<file path="config.mk">
export PLATFORM = sky130hd
export DESIGN_NAME = updown_mod_counter_flat
export DESIGN_NICKNAME = d
export VERILOG_FILES = /design/src/rtl/gen_counter_pkg.sv /design/src/rtl/updown_mod_counter_if.sv /design/src/rtl/updown_step_calc.sv /design/src/rtl/updown_mod_counter.sv /design/src/flat_wrapper.sv
export SDC_FILE = /design/constraint.sdc
export NUM_CORES = 1
export LEC_CHECK = 0
export ABC_CLOCK_PERIOD_IN_PS = 3000
export CORE_MARGIN = 5
export CORE_UTILIZATION = 30
export CTS_CLUSTER_DIAMETER = 150
export DETAILED_ROUTE_END_ITERATION = 10
export PLACE_DENSITY = 0.65
export SLEW_MARGIN = 20
export SYNTH_ARGS = -nofsm -noshare
export SYNTH_HDL_FRONTEND = slang
export SYNTH_SLANG_ARGS = --single-unit
export TNS_END_PERCENT = 10
</file>
<file path="constraint.sdc">
create_clock -name clk -period 3 [get_ports clk]
set_input_delay 0.6 -clock clk [delete_from_list [all_inputs] [get_ports clk]]
set_output_delay 0.6 -clock clk [all_outputs]
set_load 0.02 [all_outputs]
</file>
<file path="src/rtl/gen_counter_pkg.sv">
// Shared constants and helpers for the generic counter family.
//   MODE_WRAP / MODE_SAT : values for the SAT_MODE parameter
//   clamp_load           : limits a load value to the legal counting range
package gen_counter_pkg;

    localparam bit MODE_WRAP = 1'b0;
    localparam bit MODE_SAT  = 1'b1;

    // Out-of-range load values clamp to the top of the range.
    function automatic logic [31:0] clamp_load(input logic [31:0] value, input logic [31:0] max);
        return (value > max) ? max : value;
    endfunction

endpackage

</file>
<file path="src/rtl/updown_mod_counter_if.sv">
// Control/status bundle of updown_mod_counter.
//   master : drives clear, load, cnt_in, enable, up_dn; observes the count and flags
//   slave  : the counter side
interface updown_mod_counter_if #(
    parameter int unsigned WIDTH = 5
);

    logic             clear;
    logic             load;
    logic [WIDTH-1:0] cnt_in;
    logic             enable;
    logic             up_dn;
    logic [WIDTH-1:0] cnt_out;
    logic             at_max;
    logic             at_min;
    logic             tc;
    logic             wrap_evt;

    modport master (
        output clear, load, cnt_in, enable, up_dn,
        input  cnt_out, at_max, at_min, tc, wrap_evt
    );

    modport slave (
        input  clear, load, cnt_in, enable, up_dn,
        output cnt_out, at_max, at_min, tc, wrap_evt
    );

endinterface

</file>
<file path="src/rtl/updown_step_calc.sv">
// Combinational next count for one enabled step, up or down, with wrap or saturate.
//   cnt   : current count (0..MAX_VAL)
//   up_dn : 1 = up, 0 = down
//   nxt   : count after one STEP
//   ovf   : the step wrapped or saturated
module updown_step_calc #(
    parameter int unsigned WIDTH    = 5,
    parameter int unsigned MAX_VAL  = (1 << WIDTH) - 1,
    parameter int unsigned STEP     = 1,
    parameter bit          SAT_MODE = 1'b0
) (
    input  logic [WIDTH-1:0] cnt,
    input  logic             up_dn,
    output logic [WIDTH-1:0] nxt,
    output logic             ovf
);

    // One spare bit so cnt+STEP and cnt+MAX_VAL+1 never truncate.
    localparam int unsigned EW     = WIDTH + 1;
    localparam logic [EW-1:0] MAX_E  = EW'(MAX_VAL);
    localparam logic [EW-1:0] STEP_E = EW'(STEP);
    localparam logic [EW-1:0] MOD_E  = MAX_E + EW'(1);

    logic [EW-1:0] cnt_e;
    logic [EW-1:0] sum_e;

    always_comb begin
        cnt_e = EW'(cnt);
        sum_e = cnt_e + STEP_E;
        nxt   = cnt;
        ovf   = 1'b0;
        if (up_dn) begin
            if (sum_e <= MAX_E) begin
                nxt = WIDTH'(sum_e);
            end else begin
                ovf = 1'b1;
                nxt = SAT_MODE ? WIDTH'(MAX_E) : WIDTH'(sum_e - MOD_E);
            end
        end else begin
            if (cnt_e >= STEP_E) begin
                nxt = WIDTH'(cnt_e - STEP_E);
            end else begin
                ovf = 1'b1;
                nxt = SAT_MODE ? '0 : WIDTH'(cnt_e + MOD_E - STEP_E);
            end
        end
    end

endmodule

</file>
<file path="src/rtl/updown_mod_counter.sv">
// Loadable up/down counter with programmable modulus, step and wrap/saturate mode.
//   clk, rst : clock, synchronous active-high reset
//   bus      : slave side of updown_mod_counter_if
//              inputs  clear, load, cnt_in, enable, up_dn
//              outputs cnt_out (reg), wrap_evt (reg), at_max/at_min/tc (comb)
// tc is the carry/borrow for chaining: feed it to the next stage's enable.
module updown_mod_counter
    import gen_counter_pkg::*;
#(
    parameter int unsigned WIDTH    = 5,
    parameter int unsigned MAX_VAL  = (1 << WIDTH) - 1,
    parameter int unsigned STEP     = 1,
    parameter bit          SAT_MODE = MODE_WRAP
) (
    input  logic                clk,
    input  logic                rst,
    updown_mod_counter_if.slave bus
);

    localparam logic [WIDTH-1:0] MAX_W = WIDTH'(MAX_VAL);

    // Elaboration-time parameter sanity; the load clamp works on 32-bit values.
    if (WIDTH < 2 || WIDTH > 31) begin : g_err_width
        $error("updown_mod_counter: WIDTH must be 2..31");
    end
    if (STEP == 0) begin : g_err_step_zero
        $error("updown_mod_counter: STEP must be nonzero");
    end
    if (STEP > MAX_VAL) begin : g_err_step_big
        $error("updown_mod_counter: STEP must not exceed MAX_VAL");
    end
    if (64'(MAX_VAL) > ((64'd1 << WIDTH) - 64'd1)) begin : g_err_max
        $error("updown_mod_counter: MAX_VAL does not fit in WIDTH bits");
    end

    logic [WIDTH-1:0] cnt_q;
    logic [WIDTH-1:0] cnt_d;
    logic             wrap_q;
    logic             wrap_d;
    logic [WIDTH-1:0] step_nxt;
    logic             step_ovf;
    logic [WIDTH-1:0] load_val;
    logic             at_max_c;
    logic             at_min_c;

    updown_step_calc #(
        .WIDTH    (WIDTH),
        .MAX_VAL  (MAX_VAL),
        .STEP     (STEP),
        .SAT_MODE (SAT_MODE)
    ) u_step (
        .cnt   (cnt_q),
        .up_dn (bus.up_dn),
        .nxt   (step_nxt),
        .ovf   (step_ovf)
    );

    assign load_val = WIDTH'(clamp_load(32'(bus.cnt_in), 32'(MAX_VAL)));

    // Priority mux: clear > load > enable > hold (rst handled in the register).
    always_comb begin
        cnt_d  = cnt_q;
        wrap_d = 1'b0;
        if (bus.clear) begin
            cnt_d = '0;
        end else if (bus.load) begin
            cnt_d = load_val;
        end else if (bus.enable) begin
            cnt_d  = step_nxt;
            wrap_d = step_ovf;
        end
    end

    always_ff @(posedge clk) begin
        if (rst) begin
            cnt_q  <= '0;
            wrap_q <= 1'b0;
        end else begin
            cnt_q  <= cnt_d;
            wrap_q <= wrap_d;
        end
    end

    assign at_max_c     = (cnt_q == MAX_W);
    assign at_min_c     = (cnt_q == '0);
    assign bus.cnt_out  = cnt_q;
    assign bus.wrap_evt = wrap_q;
    assign bus.at_max   = at_max_c;
    assign bus.at_min   = at_min_c;
    assign bus.tc       = bus.enable & ~bus.load & ~bus.clear & (bus.up_dn ? at_max_c : at_min_c);

endmodule

</file>
<file path="src/flat_wrapper.sv">
// flat-port wrapper written by rule: the top's interface ports become plain ports
module updown_mod_counter_flat import gen_counter_pkg::*;
#(
    parameter int unsigned WIDTH    = 5,
    parameter int unsigned MAX_VAL  = (1 << WIDTH) - 1,
    parameter int unsigned STEP     = 1,
    parameter bit          SAT_MODE = MODE_WRAP
)
  (clk, rst, bus_clear, bus_load, bus_cnt_in, bus_enable, bus_up_dn, bus_cnt_out, bus_at_max, bus_at_min, bus_tc, bus_wrap_evt);
  updown_mod_counter_if #(.WIDTH(WIDTH)) bus_i ();
  input  logic clk;
  input  logic rst;
  input wire logic [$bits(bus_i.clear)-1:0] bus_clear;
  input wire logic [$bits(bus_i.load)-1:0] bus_load;
  input wire logic [$bits(bus_i.cnt_in)-1:0] bus_cnt_in;
  input wire logic [$bits(bus_i.enable)-1:0] bus_enable;
  input wire logic [$bits(bus_i.up_dn)-1:0] bus_up_dn;
  output wire logic [$bits(bus_i.cnt_out)-1:0] bus_cnt_out;
  output wire logic [$bits(bus_i.at_max)-1:0] bus_at_max;
  output wire logic [$bits(bus_i.at_min)-1:0] bus_at_min;
  output wire logic [$bits(bus_i.tc)-1:0] bus_tc;
  output wire logic [$bits(bus_i.wrap_evt)-1:0] bus_wrap_evt;
  assign bus_i.clear = bus_clear;
  assign bus_i.load = bus_load;
  assign bus_i.cnt_in = bus_cnt_in;
  assign bus_i.enable = bus_enable;
  assign bus_i.up_dn = bus_up_dn;
  assign bus_cnt_out = bus_i.cnt_out;
  assign bus_at_max = bus_i.at_max;
  assign bus_at_min = bus_i.at_min;
  assign bus_tc = bus_i.tc;
  assign bus_wrap_evt = bus_i.wrap_evt;
  updown_mod_counter #(.WIDTH(WIDTH), .MAX_VAL(MAX_VAL), .STEP(STEP), .SAT_MODE(SAT_MODE)) u_core (.clk(clk), .rst(rst), .bus(bus_i));
endmodule
</file>
After elaboration in Yosys (flattened, before gate mapping)
Index checks and enable logic that the tools add are counted.
Widths: inputs -> output; s select.
{"block": "classes", "n_addsub": 5, "n_lt_le_gt_ge": 2, "eq_ne": 1, "n_mux": 9, "n_bitwise": 6, "n_reduce_logical": 4}
{"operator": "$mux 5", "count": 5}
{"operator": "$sub 5x1->5 const B", "count": 3}
{"operator": "$add 5x1->6 const B", "count": 1}
{"operator": "$le 6x5->1 const B", "count": 1}
{"operator": "$add 5x1->5 const B", "count": 1}
{"operator": "$eq 5x5->1 const B", "count": 1}
{"operator": "$ge 5x1->1 const B", "count": 1}
{"operator": "$logic_not 5->1", "count": 1}
{"operator": "$mux 1", "count": 4}
{"operator": "$reduce_or 4->1", "count": 1}
{"operator": "$and 1x1->1", "count": 3}
{"operator": "$not 1->1", "count": 3}
{"operator": "$reduce_bool 2->1", "count": 1}
{"operator": "$reduce_or 2->1", "count": 1}
{"block": "word_totals", "reg_bits": 6, "word_cells": 29}

Longest topological paths before layout
{"block": "logic_depth", "depth_word": 6, "ltp_mapped": 6}

By module
Synthesis repeated with hierarchy kept, for this count alone.
{"block": "hier_totals", "cells_unflattened": 56, "area_unflattened_um2": 476.7}
{"mod": "updown_mod_counter", "instances": 1, "cells_per_inst": 37, "area_each_um2": 331.6, "seq_area_each_um2": 120.1}
{"mod": "updown_step_calc", "instances": 1, "cells_per_inst": 19, "area_each_um2": 145.1, "seq_area_each_um2": 0.0}

Worst setup path after synthesis
OpenSTA, ideal clock, no wires.
{"block": "synth_timing", "path_kind": "flip-flop to output port", "startpoint": "reg u_core.cnt_q[0] (netlist: u_core.bus.cnt_out[0])", "endpoint": "out bus_tc", "arrival_ps": 1638, "required_ps": 2400, "path_slack_ps": 762, "stages_incl_launch_ff": 6, "n_path_buf": 0, "cell_sequence": "dfxtp_1 > ha_1 > and3_1 > ha_1 > nand2_1 > a21oi_1"}
{"block": "synth_between", "elab_chain_len": 3, "word_cells_on_any_way": 4}
{"item": "start, declared", "line_no": "updown_mod_counter.sv:36", "source": "logic [WIDTH-1:0] cnt_q;"}
{"item": "start signal, assigned", "line_no": "updown_mod_counter.sv:79", "source": "cnt_q <= cnt_d;"}
{"item": "$eq 5x5->1", "line_no": "updown_mod_counter.sv:84", "source": "assign at_max_c = (cnt_q == MAX_W);"}
{"item": "named net bus_at_max", "line_no": "flat_wrapper.sv:19", "source": "output wire logic [$bits(bus_i.at_max)-1:0] bus_at_max;"}
{"item": "$mux 1", "line_no": "updown_mod_counter.sv:90", "source": "assign bus.tc = bus.enable & ~bus.load & ~bus.clear & (bus.up_dn ? at_max_c : at_min_c);"}
{"item": "$and 1x1->1", "line_no": "updown_mod_counter.sv:90"}
{"item": "end, declared", "line_no": "flat_wrapper.sv:21", "source": "output wire logic [$bits(bus_i.tc)-1:0] bus_tc;"}
The timed path passes the listed nets, and every way through them passes these cells.

Worst setup path after layout
{"block": "layout_timing", "startpoint": "in bus_load", "endpoint": "out bus_tc"}
{"block": "layout_between", "elab_chain_len": 4}
{"item": "start, declared", "line_no": "flat_wrapper.sv:14", "source": "input wire logic [$bits(bus_i.load)-1:0] bus_load;"}
{"item": "$not 1->1", "line_no": "updown_mod_counter.sv:90"}
{"item": "$and 1x1->1 (3 in series)", "line_no": "updown_mod_counter.sv:90"}
Every way passes these cells.

==> results.py <==
metrics = {
    "outcome": {
        "status": "finished clean",
    },
    "critical_path": {
        "critPathArrivalTime_ps": 2050,
        "crit_path_cell_trace": "clkdlybuf4s50_1 > nor2_1 > nand2_1 > a21oi_1 > clkdlybuf4s50_1",
        "max_stage_delay_ps": 620,
        "cp.buffers_inverters": 2,
        "critical_path_class": "in2out",
        "cpMostUsedCell": "clkdlybuf4s50_1",
        "critical-path-top-delay-family": "buffers and inverters",
        "crit_required_ps": 2400,
        "critPathLaunchType": "input pin",
        "endpoint_kind": "output pin",
        "critPathMaxFanout": 5,
        "cp_slowest_cell": "clkdlybuf4s50_1",
    },
    "synthesis": {
        "synth_edf_count": 0,
        "synth_top_cell_by_area": "dfxtp_1",
        "syn_nets": 75,
        "netlist_top_cells_area": "dfxtp_1 (25%), ha_1 (13%), xnor2_1 (7.4%), a21oi_1 (6.3%), o21ai_0 (5.3%)",
        "synthTopCellsByCount": "a21oi_1 (6), dfxtp_1 (6)",
        "netlist_instances": 59,
        "syn_avg_cell_area_um2": 8.02,
        "ys_types": 25,
        "syn_area_um2": 473,
        "ys_ff_latch": 6,
        "synthFlopType": "dfxtp_1",
        "yosysSeqAreaShare_pct": 25.4,
        "synth.top_cell.area_share_pct": 25.4,
        "yosys_warnings": 0,
        "synthArstFlopShare_pct": 0,
    },
    "global_route": {
        "grt_pass1_vias": 434,
        "grt_antenna_before_repair": 0,
        "grt_max_degree": 9,
        "gr-usage-all-layers_pct": 9.84,
        "grt-ovfl-total": 0,
        "grt_pass1_wl_mm": 1.92,
    },
    "cts": {
        "cts_tree": "yes",
        "cts_max_level": 1,
        "cts.path.max_buffers": 2,
        "cts_made_buffers": 3,
        "path_clk_slew_ps": 40,
        "cts_root_buf": "clkbuf_4",
        "cts_resized": 0,
        "insertion_delay_ps": 240,
        "cts_num_sinks": 6,
        "cts_setup_buffers": 0,
        "cts_hold_buf": 0,
    },
    "floorplanning": {
        "core_um2": 1510,
        "rows": 14,
        "die_w_um": 49.7,
        "start_util_pct": 31.4,
        "dieHeight_um": 49.7,
        "ios": 20,
        "dieArea_um2": 2470,
    },
    "sta": {
        "worstMarginPinSlew_ps": 287,
        "slew_headroom_pct": 80.8,
        "timing.setup.tns_ps": 0,
        "layout_min_cycle_time_ps": 2650,
        "period_share_pct": 88.3,
        "finalSetupViolations": 0,
        "finalClockSkew_ps": 3.77,
        "rsz0062_at_grt": "no",
        "final-hold-violation-count": 0,
        "max_freq_mhz": 378,
        "layout_setup_ws_ps": 352,
        "drv_slew": 0,
    },
    "placement": {
        "globalplace.congestion": 0.746,
        "numPortBuffers": 19,
        "place_hpwl_um": 919,
        "dp_slack_ps": 359,
    },
    "finish": {
        "regArea_um2": 120,
        "drive_gt1_share_pct": 13.3,
        "multi_input_area_um2": 327,
        "n_antenna_cell": 0,
        "syn_to_final_growth_pct": 51.6,
        "nets": 101,
        "nFillCells": 152,
    },
    "route": {
        "dr.pass1.iters": 2,
        "drt_wl_total_mm": 1.15,
        "vias_per_cell": 4.75,
        "wl_per_cell_um": 11.6,
        "ant_nets": 0,
        "vias": 470,
        "drt_iter0_drc": 3,
        "drcViolationCount": 0,
    },
    "power_and_ir_drop": {
        "p_leak_nw": 0.282,
        "power_density_nw_per_um2": 335,
        "power_w": 0.000240,
        "max-vdd-ir-drop_v": 0.000168,
    },
    "job": {
        "cap_violations": 0,
    },
    "hold_path": {
        "hp-class": "reg2reg",
    },
}
[where the power goes]
part | switching, W | leakage [nW] | internal [W]
Sequential | 0.00000575 | 0.0491 | 0.0000836
Combinational | 0.0000341 | 0.220 | 0.0000423
Clock | 0.0000291 | 0.0138 | 0.0000453
Total | 0.0000690 | 0.282 | 0.000171
[registers in the layout, summed over array words and instances (netlist names)]
name,count
u_core.bus.cnt_out,5
u_core.bus.wrap_evt,1
[logic make-up after synthesis]
logic type,after synthesis,share of synthesized area (%)
AOI/OAI and AO/OA,14,17.7
DFF,6,25.4
muxes,2,5.29
and+or+nand+nor,22,23.5
buffers and inverters,5,5.55
xor gates and xnor gates,5,9.26
adders and majority gates,5,13.2
[final cells by class]
cell class	count	share of cell area, %
clock buffers	3	3.14
inverters	4	2.09
multi-input cells	48	45.5
flip-flops and latches	6	16.8
well taps	16	2.79
repair buffers	22	29.7
[worst min-delay path: stages, from the launching register on]
cell and delay (ps):
dfxtp_1 360, xor2_1 170, a21oi_1 70
[cell usage in the layout, fill, tap and decap left out]
| cell type | n |
|---|---|
| a22o_1 | 1 |
| a21oi_1 | 6 |
| nor3b_1 | 1 |
| clkdlybuf4s50_1 | 19 |
| nand3_1 | 2 |
| and3_1 | 1 |
| nand2_1 | 5 |
| mux2i_1 | 1 |
| dfxtp_1 | 6 |
| o21ai_1 | 1 |
| o21ai_0 | 5 |
| nand2_2 | 1 |
| nor3_1 | 3 |
| and4_2 | 1 |
| ha_1 | 5 |
| nor4_1 | 1 |
| inv_1 | 3 |
| inv_2 | 1 |
| a2111oi_2 | 1 |
| xnor2_1 | 4 |
| clkbuf_4 | 3 |
| xor2_1 | 1 |
| nor2_1 | 5 |
| mux2_4 | 1 |
| buf_4 | 3 |
| and2_1 | 1 |
| nand2b_1 | 1 |
[stage by stage]
step / utilization [%] / hold WS [ps] / instances / instance area, um^2
2_1_floorplan: - / 677 / 59 / 473
3_3_place_gp: 46.1 / 632 / 96 / 694
3_5_place_dp: 46.1 / 639 / 96 / 694
4_1_cts: 47.6 / 649 / 99 / 717
5_1_grt: 47.6 / 685 / 99 / 717
6_report: 47.6 / 643 / 99 / 717
[routing by layer]
layer  wire length [um]  GRT usage, %  up-vias
met2                527          15.7       13
met3                 70          5.12        0
met4                  0          2.62        0
met1                551          11.4      201
li1                   -             -      256
met5                  0             0        -
[path summary, 6_finish.rpt]
path                                           start  depth (start not counted)                                 end  slack, ps
setup / recovery                            bus_load                          5                              bus_tc        350
hold / removal    u_core.bus.cnt_out[3]$_SDFFE_PP0P_                          2  u_core.bus.cnt_out[3]$_SDFFE_PP0P_        640
setup reg to reg  u_core.bus.cnt_out[1]$_SDFFE_PP0P_                          6  u_core.bus.cnt_out[4]$_SDFFE_PP0P_       1520
hold reg to reg   u_core.bus.cnt_out[3]$_SDFFE_PP0P_                          2  u_core.bus.cnt_out[3]$_SDFFE_PP0P_        640
No activity file was read; power rests on OpenSTA's default activity.
